### src/rtl/parity_check_rx.sv
// parity_check_rx
//   Receiving end of a serial parity-protected link. Shifts in DATA_W data bits
//   (LSB first) followed by one parity bit, then presents the assembled word, a
//   parity-error flag and a saturating count of parity errors.
//
// Parameters
//   DATA_W     data bits per frame (>= 2)
//   ODD        0: even parity expected (XOR of data and parity = 0), 1: odd parity
//   ERR_CNT_W  width of the saturating parity-error counter
//
// Ports
//   clk_i          rising-edge clock
//   reset_i        asynchronous active-high reset
//   in_valid_i     qualifies in_i; a bit is consumed only when high
//   in_i           serial bit
//   clear_i        synchronous abort of the partial frame (err_count_o kept)
//   data_out_o     last completed data word
//   out_valid_o    one-cycle pulse when a frame completes
//   parity_err_o   parity result of the last completed frame
//   running_par_o  XOR of data bits accepted so far in the current frame
//   busy_o         high while a frame is partially received
//   err_count_o    number of parity errors, saturating at all-ones

module parity_check_rx #(
  parameter int unsigned DATA_W    = 8,
  parameter int unsigned ODD       = 0,
  parameter int unsigned ERR_CNT_W = 8
) (
  input  logic                 clk_i,
  input  logic                 reset_i,
  input  logic                 in_valid_i,
  input  logic                 in_i,
  input  logic                 clear_i,
  output logic [DATA_W-1:0]    data_out_o,
  output logic                 out_valid_o,
  output logic                 parity_err_o,
  output logic                 running_par_o,
  output logic                 busy_o,
  output logic [ERR_CNT_W-1:0] err_count_o
);

  localparam int unsigned CntW = $clog2(DATA_W);

  localparam logic [0:0] StData = 1'b0;
  localparam logic [0:0] StPar  = 1'b1;

  localparam logic [CntW-1:0]      LastBit = CntW'(DATA_W - 1);
  localparam logic                 OddPar  = (ODD != 0);
  localparam logic [ERR_CNT_W-1:0] ErrMax  = {ERR_CNT_W{1'b1}};

  logic [0:0]           state_q, state_d;
  logic [CntW-1:0]      bit_cnt_q, bit_cnt_d;
  logic [DATA_W-1:0]    sr_q, sr_d;
  logic [DATA_W-1:0]    data_q, data_d;
  logic                 out_valid_q, out_valid_d;
  logic                 perr_q, perr_d;
  logic                 rpar_q, rpar_d;
  logic                 busy_q, busy_d;
  logic [ERR_CNT_W-1:0] err_cnt_q, err_cnt_d;
  logic                 frame_err;

  // Parity of the whole frame differs from the configured sense.
  assign frame_err = ((rpar_q ^ in_i) != OddPar);

  always_comb begin
    state_d     = state_q;
    bit_cnt_d   = bit_cnt_q;
    sr_d        = sr_q;
    data_d      = data_q;
    out_valid_d = 1'b0;
    perr_d      = perr_q;
    rpar_d      = rpar_q;
    busy_d      = busy_q;
    err_cnt_d   = err_cnt_q;

    if (clear_i) begin
      // Abort wins over a bit presented on the same edge, including a parity bit.
      state_d   = StData;
      bit_cnt_d = '0;
      sr_d      = '0;
      rpar_d    = 1'b0;
      busy_d    = 1'b0;
    end else if (in_valid_i) begin
      unique case (state_q)
        StData: begin
          sr_d   = {in_i, sr_q[DATA_W-1:1]};
          rpar_d = rpar_q ^ in_i;
          busy_d = 1'b1;
          if (bit_cnt_q == LastBit) begin
            state_d   = StPar;
            bit_cnt_d = '0;
          end else begin
            bit_cnt_d = bit_cnt_q + CntW'(1);
          end
        end
        StPar: begin
          data_d      = sr_q;
          perr_d      = frame_err;
          out_valid_d = 1'b1;
          if (frame_err && (err_cnt_q != ErrMax)) begin
            err_cnt_d = err_cnt_q + ERR_CNT_W'(1);
          end
          state_d   = StData;
          bit_cnt_d = '0;
          rpar_d    = 1'b0;
          busy_d    = 1'b0;
        end
        default: state_d = StData;
      endcase
    end
  end

  always_ff @(posedge clk_i or posedge reset_i) begin
    if (reset_i) begin
      state_q     <= StData;
      bit_cnt_q   <= '0;
      sr_q        <= '0;
      data_q      <= '0;
      out_valid_q <= 1'b0;
      perr_q      <= 1'b0;
      rpar_q      <= 1'b0;
      busy_q      <= 1'b0;
      err_cnt_q   <= '0;
    end else begin
      state_q     <= state_d;
      bit_cnt_q   <= bit_cnt_d;
      sr_q        <= sr_d;
      data_q      <= data_d;
      out_valid_q <= out_valid_d;
      perr_q      <= perr_d;
      rpar_q      <= rpar_d;
      busy_q      <= busy_d;
      err_cnt_q   <= err_cnt_d;
    end
  end

  assign data_out_o    = data_q;
  assign out_valid_o   = out_valid_q;
  assign parity_err_o  = perr_q;
  assign running_par_o = rpar_q;
  assign busy_o        = busy_q;
  assign err_count_o   = err_cnt_q;

endmodule

### config.mk
export PLATFORM = sky130hd
export DESIGN_NAME = parity_check_rx
export DESIGN_NICKNAME = d
export VERILOG_FILES = /design/src/rtl/parity_check_rx.sv
export SDC_FILE = /design/constraint.sdc
export NUM_CORES = 1
export LEC_CHECK = 0
export ABC_AREA = 1
export BUFFER_PORTS_ARGS = -buffer_cell sky130_fd_sc_hd__buf_2
export CAP_MARGIN = 0
export CORE_ASPECT_RATIO = 0.8
export CORE_MARGIN = 4
export CORE_UTILIZATION = 45
export DETAILED_ROUTE_END_ITERATION = 10
export PLACE_DENSITY = 0.71
export SLEW_MARGIN = 20
export SYNTH_ARGS = -nofsm -noshare
export SYNTH_HDL_FRONTEND = slang
export SYNTH_SLANG_ARGS = --single-unit
### constraint.sdc
create_clock -name clk_i -period 1.5 [get_ports clk_i]
set_input_delay 0.075 -clock clk_i [delete_from_list [all_inputs] [get_ports clk_i]]
set_output_delay 0.075 -clock clk_i [all_outputs]
set_load 0.05 [all_outputs]
==> results of run 1 <==
## area by class of cell
cell class | count | area (um2)
fill | 278 | 1343
clock inverter | 2 | 35.03
clock buffer | 6 | 72.57
sequential | 32 | 803.3
inverter | 26 | 97.59
multi-input combinational | 105 | 539.3
timing repair buffer | 27 | 145.1
tap | 40 | 50.05
## placed cells by master, fill, tap and decap left out
cell type       n
buf_2          24
buf_4           2
bufinv_16       1
clkbuf_1        1
clkbuf_8        5
clkinv_1        1
clkinv_2        1
dfrtp_1        30
dfrtp_2         2
dlygate4sd3_1   1
ha_1            3
inv_1          23
inv_2           2
mux2i_1         1
nand2_1        57
nand2_2         2
nand2_4         1
nand3_1         4
nand3_2         3
nor2_1          4
nor2_2          2
nor2_4          2
o21ai_0         8
o21ai_1         5
o22ai_1         9
or2_2           1
xnor2_1         2
xor2_1          1
## state kept, by name (all words and copies together), names as in the netlist
register       flops
out_valid_o        1
bit_cnt_q          3
data_out_o         8
parity_err_o       1
err_count_o        8
running_par_o      1
sr_q               8
busy_o             1
state_q            1
## per-layer routing
layer / wire (um) / vias up / global-route usage, %
met1: 1225 / 559 / 17.93
li1: - / 574 / -
met2: 1313 / 27 / 23.95
met4: 59 / 0 / 6.434
met3: 156 / 9 / 4.437
met5: 0 / - / 0
## per-stage QoR
| step | area (um2) | hold slack (ns) | power [mW] | setup slack, ns | instances |
|---|---|---|---|---|---|
| after floorplan | 1448 | 0.1462 | 0.9889 | 0.1060 | 164 |
| after global placement | 1625 | 0.09524 | 1.023 | 0.2312 | 229 |
| after detailed placement | 1625 | 0.1060 | 1.027 | 0.1674 | 229 |
| after CTS | 1743 | 0.03285 | 1.821 | 0.1559 | 238 |
| after global routing | 1743 | 0.03332 | 1.876 | 0.03669 | 238 |
| final | 1743 | 0.03756 | 1.804 | 0.1617 | 238 |
## worst paths after layout
path	end	slack (ns)	start	depth (start not counted)
worst max register to register	err_count_o[0]$_DFFE_PP0P_	0.16	err_count_o[0]$_DFFE_PP0P_	7
worst min-delay path	out_valid_o$_DFF_PP0_	0.04	clear_i	2
min in group asynchronous	data_out_o[2]$_DFFE_PP0P_	0.36	reset_i	4
worst min register to register	data_out_o[3]$_DFFE_PP0P_	0.48	data_out_o[3]$_DFFE_PP0P_	2
max in group asynchronous	err_count_o[1]$_DFFE_PP0P_	0.87	reset_i	4
worst max-delay path	err_count_o[0]$_DFFE_PP0P_	0.16	err_count_o[0]$_DFFE_PP0P_	7
## logic make-up (layout without fill, tap and decap cells)
kind of cell | Yosys count | count (layout) | share of synthesized area, %
buffers and inverters | 27 | 61 | 7.273
AOI/OAI and AO/OA | 22 | 22 | 8.398
DFF | 32 | 32 | 55.41
and+or+nand+nor | 76 | 76 | 23.81
muxes | 1 | 1 | 0.6927
xor gates and xnor gates | 3 | 3 | 1.819
adders and majority gates | 3 | 3 | 2.598
## power by group
part	switching (mW)	total, mW	internal, mW
combinational	0.0897	0.122	0.0318
clock	0.300	0.792	0.492
sequential	0.00990	0.890	0.880
## critical path, stage by stage, from the launching register on
cell and delay (ns):
dfrtp_2 0.43, ha_1 0.26, nand3_2 0.13, clkinv_1 0.09, nand3_2 0.07, nand2_2 0.11, nand2_1 0.09, nand2_1 0.05
==> impl_metrics.py, run 1 <==
metrics = {
    "die": {
        "start_util_pct": 46.84,
        "dieArea_mm2": 0.004188,
        "dieHeight_um": 58.69,
        "die_w_um": 71.36,
        "io_pins": 25,
        "core_area_mm2": 0.003085,
        "rows": 18,
    },
    "routing": {
        "num_vias": 1169,
        "drt_first_pass_iters": 4,
        "wl_um": 2754,
        "drc": 0,
        "drtIter0Drc": 59,
        "routedWlPerCell_um": 11.57,
        "ant_nets": 0,
        "vias_per_cell": 4.912,
    },
    "timing": {
        "setup_viol": 0,
        "drv_slew": 0,
        "fin_skew_ns": 0.004931,
        "fin_tns_setup_ns": 0,
        "fin_crit_sh_pct": 89.22,
        "rsz0062_at_grt": "no",
        "hold_viol": 0,
        "min_period_ns": 1.338,
        "relSlewSlack_pct": 80.05,
        "tightest_slew_ns": 0.2988,
        "fmax_ghz": 0.7472,
    },
    "clock_tree": {
        "cts_root_buf": "clkbuf_8",
        "cts_buffers": 5,
        "clockBufferDepth": 2,
        "ctsHoldBuffers": 1,
        "path_clk_slew_ns": 0.06,
        "h-tree-depth": 2,
        "cts_tree": "built",
        "cts.sinks": 32,
        "clkLatencyLatePin_ns": 0.28,
        "postCtsSetupRepairBufs": 0,
        "post_cts_resized": 0,
    },
    "pwr": {
        "powerDensity_mw_per_mm2": 1035,
        "leakagePower_nw": 0.9181,
        "irDropWorstVdd_mv": 0.8408,
    },
    "final_layout": {
        "utilization_pct": 56.49,
        "drive_gt1_share_pct": 24.24,
        "nNetsFinal": 205,
        "antenna_cells": 0,
        "area_growth_pct": 20.61,
    },
    "logic_synthesis": {
        "synth_cell_types": 21,
        "synth-edff-count": 0,
        "ys_seq_area_share_pct": 55.41,
        "synth_ff_type": "dfrtp_1",
        "ys_top_cells_by_count": "57 x nand2_1, 32 x dfrtp_1, 23 x inv_1, 9 x o22ai_1, 8 x o21ai_0",
        "synth_nets": 172,
        "synth.area.top_cells": "dfrtp_1 55%, nand2_1 15%, inv_1 6.0%",
        "yosys.area.top_type_share_pct": 55.41,
        "netlist_instances": 164,
        "synth-warning-count": 0,
        "async_flop_share_pct": 100.0,
        "syn_area_mm2": 0.001445,
        "synth.most_common_cell": "nand2_1",
        "synth_top_cell_by_area": "dfrtp_1",
        "syn_area_per_cell_um2": 8.812,
        "ys_seq_elements": 32,
    },
    "global_route": {
        "grt_pass1_vias": 1098,
        "grt_max_degree": 21,
        "overflow": 0,
        "grt_pass1_wl_um": 4767,
        "antenna_found_initial": 0,
        "track_usage_pct": 14.60,
    },
    "placement": {
        "globalplace.congestion": 0.8126,
        "portBuffers": 24,
        "hpwl_um": 2092,
    },
    "worst_setup_path": {
        "critical_path_class": "flip-flop to flip-flop",
        "crit_required_ns": 1.67,
        "end_kind": "flip-flop",
        "cp_data_arrival_time_ns": 1.51,
        "start_kind": "flip-flop",
        "worstPathMaxFanout": 8,
    },
    "min_path": {
        "hp-class": "input pin to flip-flop",
    },
    "flow_run": {
        "max-cap-violations": 0,
    },
    "status": {
        "status": "finished clean",
    },
}
No activity file was read; power rests on OpenSTA's default activity.
==> run 2: changes to the inputs <==
--- a/constraint.sdc
+++ b/constraint.sdc
@@ -3,2 +3,2 @@
 set_output_delay 0.075 -clock clk_i [all_outputs]
-set_load 0.05 [all_outputs]
+set_load 0.02 [all_outputs]
==> run 2 against run 1 <==
  * Utilization fell by 0.32 points
  * Cell count down 0.42%
  * Combinational power decreased by 20%
  * Non-clock buffer count decreased by 1
  * Maximum frequency down 3.0%
  * Register-to-register slack worse by 0.04 ns
  * Clock skew increased by 0.0022 ns
  * Worst hold slack better by 0.0017 ns
  * Largest power group unchanged
  * Sequential share of layout area is 0.12 points higher
  * Critical path depth did not move
  * Die area unchanged
==> impl_metrics.py, run 2 (synthesized netlist as in run 1, its figures left out) <==
metrics = {
    "status": {
        "status": "finished clean",
    },
    "worst_setup_path": {
        "crit_path_top_delay_cell": "dfrtp_1",
        "crit_required_ns": 1.66,
        "crit_chain": "ha_1 -> nand3_2 -> clkinv_1 -> nand3_2 -> nand2_2 -> nand2_1 -> nand2_1",
        "start_kind": "flip-flop",
        "critical_path_class": "flip-flop to flip-flop",
        "end_kind": "flip-flop",
        "cp_num_buf_inv": 1,
        "cp_top_family": "simple AND/OR/NAND/NOR gates",
        "worstPathMaxFanout": 8,
        "max_stage_delay_ns": 0.41,
        "cp_data_arrival_time_ns": 1.54,
    },
    "final_layout": {
        "num-fill-cells": 271,
        "layout_commonest_cell": "nand2_1",
        "final_cell_mix": "57 x nand2_1, 32 x dfrtp_1, 24 x buf_2",
        "area_growth_pct": 19.91,
        "nNetsFinal": 204,
        "postLayoutCellArea_mm2": 0.001733,
        "drive_gt1_share_pct": 22.84,
        "antenna_cells": 0,
    },
    "clock_tree": {
        "h-tree-depth": 2,
        "post_cts_resized": 0,
        "cts.sinks": 32,
        "cts_buffers": 5,
        "clkLatencyLatePin_ns": 0.28,
        "clockBufferDepth": 2,
        "path_clk_slew_ns": 0.06,
        "cts_tree": "built",
        "cts_root_buf": "clkbuf_8",
    },
    "timing": {
        "tightest_slew_ns": 0.3884,
        "holdWs_ns": 0.03925,
        "fin_skew_ns": 0.007125,
        "hold_viol": 0,
        "rsz0062_at_grt": "no",
        "drv_slew": 0,
        "fin_tns_setup_ns": 0,
        "fmax_ghz": 0.7244,
        "fin_ws_ns": 0.1196,
        "min_period_ns": 1.380,
        "setup_viol": 0,
        "fin_crit_sh_pct": 92.03,
        "relSlewSlack_pct": 74.11,
    },
    "routing": {
        "drt_first_pass_iters": 4,
        "routedWlPerCell_um": 11.80,
        "vias_per_cell": 4.869,
        "drtIter0Drc": 83,
        "num_vias": 1154,
        "drc": 0,
        "wl_um": 2797,
        "ant_nets": 0,
    },
    "die": {
        "die_w_um": 71.36,
        "io_pins": 25,
        "core_area_mm2": 0.003085,
        "dieArea_mm2": 0.004188,
        "start_util_pct": 46.84,
        "dieHeight_um": 58.69,
        "rows": 18,
    },
    "global_route": {
        "overflow": 0,
        "grt_max_degree": 33,
        "track_usage_pct": 15.70,
        "antenna_found_initial": 0,
        "grt_pass1_vias": 1127,
        "grt_pass1_wl_um": 5071,
    },
    "placement": {
        "hpwl_um": 2011,
        "portBuffers": 24,
        "globalplace.congestion": 0.8740,
        "place_ws_ns": 0.1603,
        "dpl_cell_area_mm2": 0.001615,
    },
    "pwr": {
        "powerDensity_mw_per_mm2": 1023,
        "leakagePower_nw": 0.9166,
        "irDropWorstVdd_mv": 0.5155,
    },
    "min_path": {
        "hp-class": "input pin to flip-flop",
    },
    "flow_run": {
        "max-cap-violations": 0,
    },
}
-- run 2: cell count changes in the layout (fill, tap and decap cells not counted) --
cell | before | now
buf_4 | 2 | 1
dfrtp_1 | 30 | 32
dfrtp_2 | 2 | 0
-- run 2: per-layer routing --
metal | share of wire, % | global-route usage (%) | up-vias
met5 | 0 | 0 | -
met4 | 1.4 | 8.311 | 0
met3 | 7.5 | 4.437 | 8
met2 | 48 | 25.52 | 41
met1 | 44 | 19.14 | 527
li1 | - | - | 578
-- run 2: cell type report --
type	count	area, um2	share of cell area [%]
inverters	26	97.59	5.632
multi-input cells	105	539.3	31.12
clock buffers	6	72.57	4.188
flip-flops and latches	32	800.8	46.21
well taps	40	50.05	2.888
repair buffers	26	137.6	7.942
clock inverters	2	35.03	2.022
-- run 2: worst paths after layout --
kind,startpoint,to,slack (ns),cells after the start
setup / recovery,err_count_o[0]$_DFFE_PP0P_,err_count_o[1]$_DFFE_PP0P_,0.12,7
hold / removal,clear_i,out_valid_o$_DFF_PP0_,0.04,2
setup reg to reg,err_count_o[0]$_DFFE_PP0P_,err_count_o[1]$_DFFE_PP0P_,0.12,7
hold reg to reg,data_out_o[5]$_DFFE_PP0P_,data_out_o[5]$_DFFE_PP0P_,0.48,2
max in group asynchronous,reset_i,bit_cnt_q[1]$_DFFE_PP0P_,0.79,4
min in group asynchronous,reset_i,err_count_o[6]$_DFFE_PP0P_,0.42,4
-- run 2: worst reg2reg max path, cell delays in order, from the launching register on --
cell	delay, ns
dfrtp_1	0.41
ha_1	0.27
nand3_2	0.13
clkinv_1	0.09
nand3_2	0.08
nand2_2	0.12
nand2_1	0.11
nand2_1	0.06
-- run 2: stage by stage --
step                power [mW]  std cells  util (%)
finish                   1.773        237     56.16
detailed placement       1.004        228     52.35
global placement        0.9984        228     52.35
floorplan               0.9669        164         -
CTS                      1.792        237     56.16
global route             1.864        237     56.16
-- run 2: report_power, final --
part | total, mW | switching (mW) | internal [mW]
Combinational | 0.0976 | 0.0674 | 0.0302
Clock | 0.786 | 0.293 | 0.492
Sequential | 0.890 | 0.00937 | 0.880
Total | 1.77 | 0.370 | 1.40
-- run 2: timing repair --
action | CTS | global route
endpoints found under the hold margin | 32 | 0
buffers inserted | 0 | 0
hold buffers | 1 | 0
==> run 3: changes to the inputs <==
- PLACE_DENSITY: 0.71 -> 0.64
==> run 3 against run 2 <==
  * Sequential power barely moved
  * Flip-flop and latch count unchanged
  * Utilization fell by 0.45 points
  * Combinational power is 0.6% higher
  * Power shrank 6.4%
  * Sequential share of layout area is 0.37 points higher
  * Worst hold slack gained 0.0040 ns
  * Critical path type unchanged
==> impl_metrics.py, run 3 (synthesized netlist as in run 1, its figures left out) <==
metrics = {
    "die": {
        "io_pins": 25,
        "dieHeight_um": 58.69,
        "rows": 18,
        "start_util_pct": 46.84,
        "dieArea_mm2": 0.004188,
        "core_area_mm2": 0.003085,
        "die_w_um": 71.36,
    },
    "global_route": {
        "grt_max_degree": 33,
        "antenna_found_initial": 0,
        "grt_pass1_vias": 1090,
        "overflow": 0,
        "track_usage_pct": 15.02,
        "grt_pass1_wl_um": 4761,
    },
    "clock_tree": {
        "cts_tree": "built",
        "path_clk_slew_ns": 0.06,
        "clockBufferDepth": 2,
        "post_cts_resized": 0,
        "h-tree-depth": 2,
        "cts_buffers": 5,
        "cts.sinks": 32,
        "cts_root_buf": "clkbuf_8",
        "clkLatencyLatePin_ns": 0.27,
    },
    "routing": {
        "wl_um": 2760,
        "drt_first_pass_iters": 4,
        "num_vias": 1137,
        "drc": 0,
        "vias_per_cell": 4.797,
        "ant_nets": 0,
        "routedWlPerCell_um": 11.65,
        "drtIter0Drc": 54,
    },
    "flow_run": {
        "max-cap-violations": 0,
    },
    "timing": {
        "tightest_slew_ns": 0.3952,
        "drv_slew": 0,
        "fmax_ghz": 0.7485,
        "min_period_ns": 1.336,
        "fin_tns_setup_ns": 0,
        "fin_skew_ns": 0.007341,
        "fin_crit_sh_pct": 89.07,
        "hold_viol": 0,
        "setup_viol": 0,
        "relSlewSlack_pct": 73.65,
        "rsz0062_at_grt": "no",
    },
    "pwr": {
        "powerDensity_mw_per_mm2": 965.8,
        "irDropWorstVdd_mv": 0.4580,
        "totalPowerFinal_mw": 1.660,
        "leakagePower_nw": 0.9059,
    },
    "worst_setup_path": {
        "start_kind": "flip-flop",
        "reg2reg_slack_ns": 0.16,
        "r2r_start": "err_count_o[0]$_DFFE_PP0P_",
        "end_kind": "flip-flop",
        "r2r-end": "err_count_o[1]$_DFFE_PP0P_",
        "crit_required_ns": 1.66,
        "r2r_cells": 7,
        "worstPathMaxFanout": 8,
        "max_stage_delay_ns": 0.41,
        "crit_path_top_delay_cell": "dfrtp_1",
        "crit_chain": "ha_1 -> nand3_2 -> clkinv_1 -> nand3_2 -> nand2_2 -> nand2_1 -> nand2_1",
        "critPathCapture": "err_count_o[1]$_DFFE_PP0P_",
        "cp_data_arrival_time_ns": 1.50,
        "critical_path_class": "flip-flop to flip-flop",
        "crit_start": "err_count_o[0]$_DFFE_PP0P_",
    },
    "min_path": {
        "hp-class": "input pin to flip-flop",
    },
    "final_layout": {
        "antenna_cells": 0,
        "nNetsFinal": 204,
        "layout_commonest_cell": "nand2_1",
        "area_growth_pct": 18.96,
        "drive_gt1_share_pct": 22.84,
        "final_cell_mix": "57 x nand2_1, 32 x dfrtp_1, 24 x buf_2",
    },
    "placement": {
        "portBuffers": 24,
        "hpwl_um": 1988,
        "globalplace.congestion": 0.8476,
    },
    "status": {
        "status": "finished clean",
    },
}
==> run 3: repair_timing <==
action / 4_1_cts / 5_1_grt
setup buffers: 0 / 0
endpoints found under the hold margin: 32 / 0
hold buffers: 1 / 0
==> run 3: layout make-up <==
cell class                      count  area, um2
Clock buffer                        7      86.33
Sequential cell                    32      800.8
Inverter                           26      97.59
Fill cell                         290       1366
Multi-Input combinational cell    105      539.3
Tap cell                           40      50.05
Clock inverter                      1      7.507
Timing Repair Buffer               26      137.6
==> run 3: worst min path at each step <==
| stage | start | end | cells after the start |
|---|---|---|---|
| floorplan | clear_i | out_valid_o$_DFF_PP0_ | 1 |
| global placement | reset_i | err_count_o[4]$_DFFE_PP0P_ | 3 |
| detailed placement | reset_i | data_out_o[0]$_DFFE_PP0P_ | 3 |
| CTS | clear_i | out_valid_o$_DFF_PP0_ | 2 |
| global route | clear_i | out_valid_o$_DFF_PP0_ | 2 |
| finish | clear_i | out_valid_o$_DFF_PP0_ | 2 |
==> run 3: routing by layer <==
layer	vias to the layer above	global-route usage, %	part of all wire [%]
met1	534	19.12	49
met2	20	23.82	46
met3	2	4.778	4.0
met4	0	6.434	0.83
li1	581	-	-
met5	-	0	0
==> run 3: critical path, delay by kind of cell, from the launching register on <==
kind,cells,cell delay [ns]
and+or+nand+nor,5,0.45
DFF,1,0.41
buffers and inverters,1,0.08
adders and majority gates,1,0.28
==> run 3: metrics by stage <==
stage / setup slack, ns / utilization, % / cell area, um2 / hold slack, ns / std cells
after global placement: 0.2292 / 52.35 / 1615 / 0.1767 / 228
final: 0.1639 / 55.72 / 1719 / 0.04329 / 237
after detailed placement: 0.1721 / 52.35 / 1615 / 0.1779 / 228
after floorplan: 0.1791 / - / 1445 / 0.1462 / 164
after CTS: 0.1609 / 55.72 / 1719 / 0.03381 / 237
after global routing: 0.08210 / 55.72 / 1719 / 0.02935 / 237
==> run 3: power by group <==
group	switching (mW)	total, mW	internal (mW)
sequential	0.00938	0.890	0.880
combinational	0.0680	0.0982	0.0301
clock	0.300	0.673	0.372
total	0.378	1.66	1.28
